===== src/rtl/divider.sv =====
// Sequential radix-2 restoring divider for RV32M DIV/DIVU/REM/REMU.
// Fixed latency: start accepted at E0, 32 iterations, result and done pulse registered at E33.
module divider #(
  parameter int XLEN = 32
) (
  input  logic            clk,
  input  logic            rst_n,
  input  logic            start,
  input  logic [1:0]      op,
  input  logic [XLEN-1:0] x,
  input  logic [XLEN-1:0] y,
  output logic            busy,
  output logic            done,
  output logic [XLEN-1:0] out
);

  localparam int CW = $clog2(XLEN + 1);
  localparam logic [CW-1:0]   LAST    = CW'(XLEN - 1);
  localparam logic [XLEN-1:0] INT_MIN = {1'b1, {(XLEN-1){1'b0}}};

  typedef enum logic [1:0] {S_IDLE, S_RUN, S_FIX} state_e;

  state_e          state_q, state_d;
  logic [CW-1:0]   cnt_q, cnt_d;
  logic [XLEN-1:0] rem_q, rem_d;
  logic [XLEN-1:0] quo_q, quo_d;
  logic [XLEN-1:0] dvs_q, dvs_d;
  logic [XLEN-1:0] x_q, x_d;
  logic            is_rem_q, is_rem_d;
  logic            qneg_q, qneg_d;
  logic            rneg_q, rneg_d;
  logic            dz_q, dz_d;
  logic            ovf_q, ovf_d;
  logic            busy_q, busy_d;
  logic            done_q, done_d;
  logic [XLEN-1:0] out_q, out_d;

  logic            is_signed, x_neg, y_neg, fits;
  logic [XLEN:0]   shifted, diff;
  logic [XLEN-1:0] q_res, r_res;

  assign is_signed = ~op[0];
  assign x_neg     = is_signed & x[XLEN-1];
  assign y_neg     = is_signed & y[XLEN-1];

  // One restoring step: bring in the next dividend bit and trial-subtract.
  assign shifted = {rem_q, quo_q[XLEN-1]};
  assign diff    = shifted - {1'b0, dvs_q};
  assign fits    = ~diff[XLEN];

  // NOTE: sequential state uses non-blocking assignments so every register samples pre-edge values.
  always_ff @(posedge clk or negedge rst_n) begin
    if (!rst_n) begin
      state_q  <= S_IDLE;
      cnt_q    <= '0;
      rem_q    <= '0;
      quo_q    <= '0;
      dvs_q    <= '0;
      x_q      <= '0;
      is_rem_q <= 1'b0;
      qneg_q   <= 1'b0;
      rneg_q   <= 1'b0;
      dz_q     <= 1'b0;
      ovf_q    <= 1'b0;
      busy_q   <= 1'b0;
      done_q   <= 1'b0;
      out_q    <= '0;
    end else begin
      state_q  <= state_d;
      cnt_q    <= cnt_d;
      rem_q    <= rem_d;
      quo_q    <= quo_d;
      dvs_q    <= dvs_d;
      x_q      <= x_d;
      is_rem_q <= is_rem_d;
      qneg_q   <= qneg_d;
      rneg_q   <= rneg_d;
      dz_q     <= dz_d;
      ovf_q    <= ovf_d;
      busy_q   <= busy_d;
      done_q   <= done_d;
      out_q    <= out_d;
    end
  end

  always_comb begin
    state_d = state_q;
    unique case (state_q)
      S_IDLE:  if (start) state_d = S_RUN;
      S_RUN:   if (cnt_q == LAST) state_d = S_FIX;
      S_FIX:   state_d = S_IDLE;
      default: state_d = S_IDLE;
    endcase
  end

  // NOTE: every signal driven here gets a default first so no latch is inferred.
  always_comb begin
    cnt_d    = cnt_q;
    rem_d    = rem_q;
    quo_d    = quo_q;
    dvs_d    = dvs_q;
    x_d      = x_q;
    is_rem_d = is_rem_q;
    qneg_d   = qneg_q;
    rneg_d   = rneg_q;
    dz_d     = dz_q;
    ovf_d    = ovf_q;
    busy_d   = busy_q;
    done_d   = 1'b0;
    out_d    = out_q;
    q_res    = qneg_q ? -quo_q : quo_q;
    r_res    = rneg_q ? -rem_q : rem_q;

    // Special cases take priority over the iterated result.
    if (dz_q) begin
      q_res = '1;
      r_res = x_q;
    end else if (ovf_q) begin
      q_res = INT_MIN;
      r_res = '0;
    end

    unique case (state_q)
      S_IDLE: begin
        if (start) begin
          cnt_d    = '0;
          rem_d    = '0;
          quo_d    = x_neg ? -x : x;
          dvs_d    = y_neg ? -y : y;
          x_d      = x;
          is_rem_d = op[1];
          qneg_d   = x_neg ^ y_neg;
          rneg_d   = x_neg;
          dz_d     = (y == '0);
          ovf_d    = is_signed && (x == INT_MIN) && (y == '1);
          busy_d   = 1'b1;
        end
      end
      S_RUN: begin
        rem_d = fits ? diff[XLEN-1:0] : shifted[XLEN-1:0];
        quo_d = {quo_q[XLEN-2:0], fits};
        cnt_d = cnt_q + 1'b1;
      end
      S_FIX: begin
        out_d  = is_rem_q ? r_res : q_res;
        done_d = 1'b1;
        busy_d = 1'b0;
      end
      default: ;
    endcase
  end

  assign busy = busy_q;
  assign done = done_q;
  assign out  = out_q;

endmodule

===== config.mk =====
export PLATFORM = sky130hd
export DESIGN_NAME = divider
export DESIGN_NICKNAME = d
export VERILOG_FILES = /design/src/rtl/divider.sv
export SDC_FILE = /design/constraint.sdc
export NUM_CORES = 1
export LEC_CHECK = 0
export CELL_PAD_IN_SITES_DETAIL_PLACEMENT = 0
export CELL_PAD_IN_SITES_GLOBAL_PLACEMENT = 1
export CORE_MARGIN = 4
export CORE_UTILIZATION = 41
export CTS_BUF_LIST = sky130_fd_sc_hd__clkbuf_4
export DETAILED_ROUTE_END_ITERATION = 8
export PLACE_DENSITY = 0.86
export SYNTH_ARGS = -nofsm -noshare
export SYNTH_HDL_FRONTEND = slang
export SYNTH_SLANG_ARGS = --single-unit

===== constraint.sdc =====
create_clock -name clk -period 2.79 [get_ports clk]
set_input_delay 0.558 -clock clk [delete_from_list [all_inputs] [get_ports clk]]
set_output_delay 0.558 -clock clk [all_outputs]
set_load 0.005 [all_outputs]

* Word-level counts from Yosys, hierarchy flattened
Index checks and enable logic that the tools add are counted.
Operators by class: $add $sub $neg 6, eq/ne operators 7, multiplexer cells 22, bitwise gates (word level) 5, reduce and logical (&&, ||, !) cells 10
Operators by type and width (number):
- 32-bit 2-to-1 mux | 12
- 32-bit negation | 4
- 32-bit case mux with 2 select lines | 2
- 32-bit equality test (second input constant) | 2
- 33-bit by 32-bit subtractor with 33-bit output | 1
- 32-bit zero test | 1
- 6-bit case mux with 2 select lines | 1
- 2-bit AND reduction | 4
- 6-bit by 1-bit adder with 6-bit output (second input constant) | 1
- 6-bit by 5-bit equality test with 1-bit output (second input constant) | 1
- 6-bit 2-to-1 mux | 1
- 2-bit 2-to-1 mux | 2
- 2-bit inequality test (second input constant) | 2
- 2-bit case mux with 2 select lines | 1
- 2-bit nonzero test | 2
- 1-bit bitwise AND | 2
- 2-bit by 1-bit equality test with 1-bit output (second input constant) | 1
- 2-bit equality test (second input constant) | 1
- 1-bit logical AND | 2
- 2-bit zero test | 1
- 1-bit 2-to-1 mux | 2
- 1-bit NOT | 2
- 1-bit case mux with 2 select lines | 1
- 1-bit XOR | 1
Storage, ports and cells: flip-flop bits (word level) 175

* Logic depth before layout (Yosys ltp)
word-level depth 5, gate-level depth with buffers 12, mapped depth without buffers 11

* Worst setup path after synthesis
OpenSTA, ideal clock, no wires.
path type register to register, start register rem_q[28], end register rem_q[29], library setup time 76 ps, arrival time 3022 ps, data required time 2714 ps, path slack -308 ps, cell stages (with the launch flop) 11, period minus slack after synthesis 3098 ps, path through dfrtp_1 ha_1 buf_4 a21o_1 a21o_1 a21oi_1 mux2_2 a311oi_1 nand3_1 or4_1 o21ai_1
Between the ends: cells in the longest elaborated chain, start to end 3
RTL lines:
- start: declaration | RTL line 25 | logic [XLEN-1:0] rem_q, rem_d;
- start signal: assignment | RTL line 71 | rem_q <= rem_d;
- 33-bit by 32-bit subtractor with 33-bit output | RTL line 48 | assign diff = shifted - {1'b0, dvs_q};
- 32-bit 2-to-1 mux (*) | RTL line 140 | rem_d = fits ? diff[XLEN-1:0] : shifted[XLEN-1:0];
- 32-bit case mux with 2 select lines (*) | RTL line 123 | unique case (state_q)
Every way passes the cells marked *; elsewhere a longest branch is shown, timed or not. A chain may end at the register's enable or synchronous reset.

* Final worst setup path
start register rem_q[9], end register out_q[16], in the netlist out[16]
Between the ends: cells in the longest elaborated chain, start to end 5
RTL lines:
- 32-bit negation | RTL line 112 | r_res = rneg_q ? -rem_q : rem_q;
- 32-bit 2-to-1 mux | RTL line 112
- 32-bit 2-to-1 mux | RTL line 118 | end else if (ovf_q) begin
- 32-bit 2-to-1 mux | RTL line 115 | if (dz_q) begin
- 32-bit 2-to-1 mux | RTL line 145 | out_d = is_rem_q ? r_res : q_res;
- end signal: assignment | RTL line 82 | out_q <= out_d;
- end: declaration | RTL line 36 | logic [XLEN-1:0] out_q, out_d;
No other way between the ends.

==> flow_summary.toml <==
[status]
status = "complete, but fails checks"
violations = "negative setup slack"

[synthesis]
synth_flop_cell = "dfrtp_1"
yosysWarningCount = 0
netlist_instances = 1473
synthDistinctLibCells = 67
synth_edf_count = 0
synth_seq_cells = 175
synth.avg_cell_area_um2 = 8.171
mappedNetlistArea_um2 = 12040
synth_async_sr_flop_share_pct = 100.0
yosysSeqAreaShare_pct = 36.38
synthesis.nets = 1581

[sta]
tns_ns = -0.7394
max_slew_margin_pct = 33.21
hold_viol = 0
max_freq_mhz = 345.6
rsz0062_at_grt = "yes"
drv_slew = 0
setup_viol = 28
fin_crit_ns = 2.894
fin_crit_sh_pct = 103.7
worst_slack_ns = -0.1039
holdWs_ns = 0.4861
clock_skew_ns = 0.04236
worst_pin_slew_ns = 0.9981

[floorplan]
die_area_um2 = 32160
fp.dieH_um = 179.3
io_pins = 103
fp.dieW_um = 179.3
rows = 62
core_region_area_um2 = 28860
start_util_pct = 41.71

[pwr]
leakagePower_nw = 6.823
p_total_mw = 17.70
max-vdd-ir-drop_mv = 0.5398
power_density_nw_per_um2 = 1127

[layout]
drive_above_1_share_pct = 18.75
area_growth_pct = 30.53
utilization_pct = 54.44
final_nets = 1834

[routing]
vias = 12000
drt_pass1_iterations = 5
post-route-drc-count = 0
viasPerCell = 5.649
drt_wl_total_um = 38320
ant_nets = 0
drtIter0Drc = 932
wl_per_cell_um = 18.04

[worst_hold_path]
hold_path.class = "in -> async"

[clock_network]
htree_num_levels = 4
numCtsBuffers = 17
cts_root_buffer = "clkbuf_4"
clock-sinks = 175
clock_path_buffers = 2
insertion_delay_ns = 0.62
cts_tree = "built"
path_clk_slew_ns = 0.17

[worst_setup_path]
worst_ep_required_time_ns = 3.28
startpoint_type = "register"
endpoint_kind = "register"
rr_worst_depth = 8
cp_max_fo = 4
critPathArrivalTime_ns = 3.38
criticalPathCategory = "reg -> reg"

[placed_design]
routabilityCongestion = 0.8892
hpwl_um = 28860
io_buffers = 102

[grt]
grt_max_degree = 69
overflow = 0
grt_pass1_wl_um = 60440
antenna_found_initial = 2
grt_pass1_vias = 11560
grt_use_total_pct = 23.58

[flow_run]
maxCapViolCount = 0
[worst paths after layout]
check | startpoint | end | slack, ns
hold reg to reg | x_q[31] | x_q[31] | 0.49
min in group clk | x_q[31] | x_q[31] | 0.49
hold / removal | rst_n | rem_q[25] | 0.49
max in group asynchronous | rst_n | qneg_q | 1.53
setup / recovery | rem_q[9] | out[16] | -0.10
setup reg to reg | rem_q[9] | out[16] | -0.10
[stage by stage]
stage | std cells | setup slack (ns) | cell area, um2
5_1_grt | 2124 | -0.1871 | 15710
4_1_cts | 2116 | -0.09319 | 15440
2_1_floorplan | 1473 | -0.006977 | 12060
3_5_place_dp | 2075 | -0.3924 | 14870
6_report | 2124 | -0.1039 | 15710
3_3_place_gp | 2075 | -0.3846 | 14870
[logic make-up after synthesis]
logic type,synth area share (%)
adders and majority gates,4.116
DFF,36.38
and+or+nand+nor,18.58
muxes,2.214
AOI/OAI and AO/OA,23.56
xor gates and xnor gates,10.48
buffers and inverters,4.678
[Yosys cell counts, types with 4 or more instances]
master	number	area, um2
mux2_2	5	56.30
o21ai_1	4	20.02
buf_1	6	22.52
nand4_1	19	118.9
nor4_1	14	87.58
or2_2	5	31.28
o21a_1	8	60.06
nor2b_1	4	25.02
o31ai_1	29	217.7
nor3_1	29	145.1
dfrtp_1	175	4379
or3_1	14	87.58
xor2_1	50	437.9
a21o_1	12	90.09
nand3_1	33	165.2
nand2b_1	14	87.58
a31oi_1	28	175.2
a22oi_1	38	285.3
or4_1	9	67.56
xnor2_1	94	823.3
inv_1	59	221.5
a21oi_1	91	455.4
a211oi_1	6	45.04
mux2i_1	21	210.2
nand2_1	213	799.5
o211ai_1	8	60.06
clkbuf_1	78	292.8
o22ai_1	13	81.33
o41ai_1	11	96.34
nor2_1	94	352.8
o221ai_1	4	35.03
ha_1	38	475.5
a221oi_1	9	78.83
and3_1	19	118.9
o21ai_0	169	845.8
[worst max-delay path, stage by stage, from the launching register on]
cell      delay [ns]
dfrtp_1         0.42
or4_4           0.54
or4_4           0.46
buf_6           0.15
or3_4           0.39
o31ai_4         0.23
xnor2_2         0.10
a222oi_1        0.40
o21ai_1         0.09
[registers in the layout (all words and copies together) (netlist names), 2 cells and up]
signal and cells:
rem_q 32, state_q 2, dvs_q 32, quo_q 32, out 32, cnt_q 6
x_q 32
[placed cells by master, fill, tap and decap left out, types with 7 or more instances in the layout]
| cell type | instances |
|---|---|
| o21ai_1 | 30 |
| ha_1 | 35 |
| clkbuf_4 | 18 |
| xnor2_1 | 90 |
| a221oi_1 | 7 |
| a31oi_1 | 25 |
| o22ai_1 | 13 |
| o31ai_1 | 27 |
| buf_6 | 10 |
| nor2_1 | 91 |
| buf_4 | 198 |
| nand3_1 | 32 |
| clkdlybuf4s50_1 | 101 |
| inv_1 | 57 |
| o41ai_1 | 9 |
| nor4_1 | 14 |
| o211ai_1 | 8 |
| mux2i_1 | 21 |
| nand2_1 | 211 |
| a21oi_1 | 87 |
| a21o_1 | 12 |
| nor3_1 | 23 |
| nand4_1 | 19 |
| nand2b_1 | 12 |
| o21a_1 | 8 |
| or4_1 | 9 |
| or3_1 | 13 |
| a22oi_1 | 38 |
| and3_1 | 19 |
| dfrtp_1 | 174 |
| o21ai_0 | 137 |
| xor2_1 | 50 |
| buf_12 | 10 |
[cell type report]
class                           instances  area [um2]
Inverter                               60       225.2
Fill cell                            2723       13150
Timing Repair Buffer                  321        2835
Tap cell                              384       480.5
Sequential cell                       175        4380
Antenna cell                            1       2.502
Clock inverter                         14       171.4
Multi-Input combinational cell       1151        7481
Clock buffer                           18       135.1
[routing by layer]
metal | up-vias | wire (um) | GRT usage (%)
met5 | - | 13 | 0
li1 | 5783 | - | -
met3 | 66 | 1935 | 3.399
met4 | 2 | 1085 | 7.617
met1 | 5812 | 16690 | 31.50
met2 | 335 | 18590 | 39.65
[timing repair]
action	in CTS	in global routing
cloned	1	0
pin swaps	17	25
endpoints found under the hold margin	47	0
endpoints found under the setup margin	41	46
setup buffers	7	9
resized for setup	51	54
hold buffers	1	0
[power breakdown]
part | total [mW] | switching (mW) | leakage (nW) | internal (mW)
Sequential | 4.47 | 0.958 | 2.14 | 3.51
Combinational | 11.6 | 5.91 | 4.52 | 5.70
Clock | 1.62 | 1.04 | 0.167 | 0.578
Total | 17.7 | 7.91 | 6.82 | 9.79
Note: power is estimated with default switching activity, not from simulation.
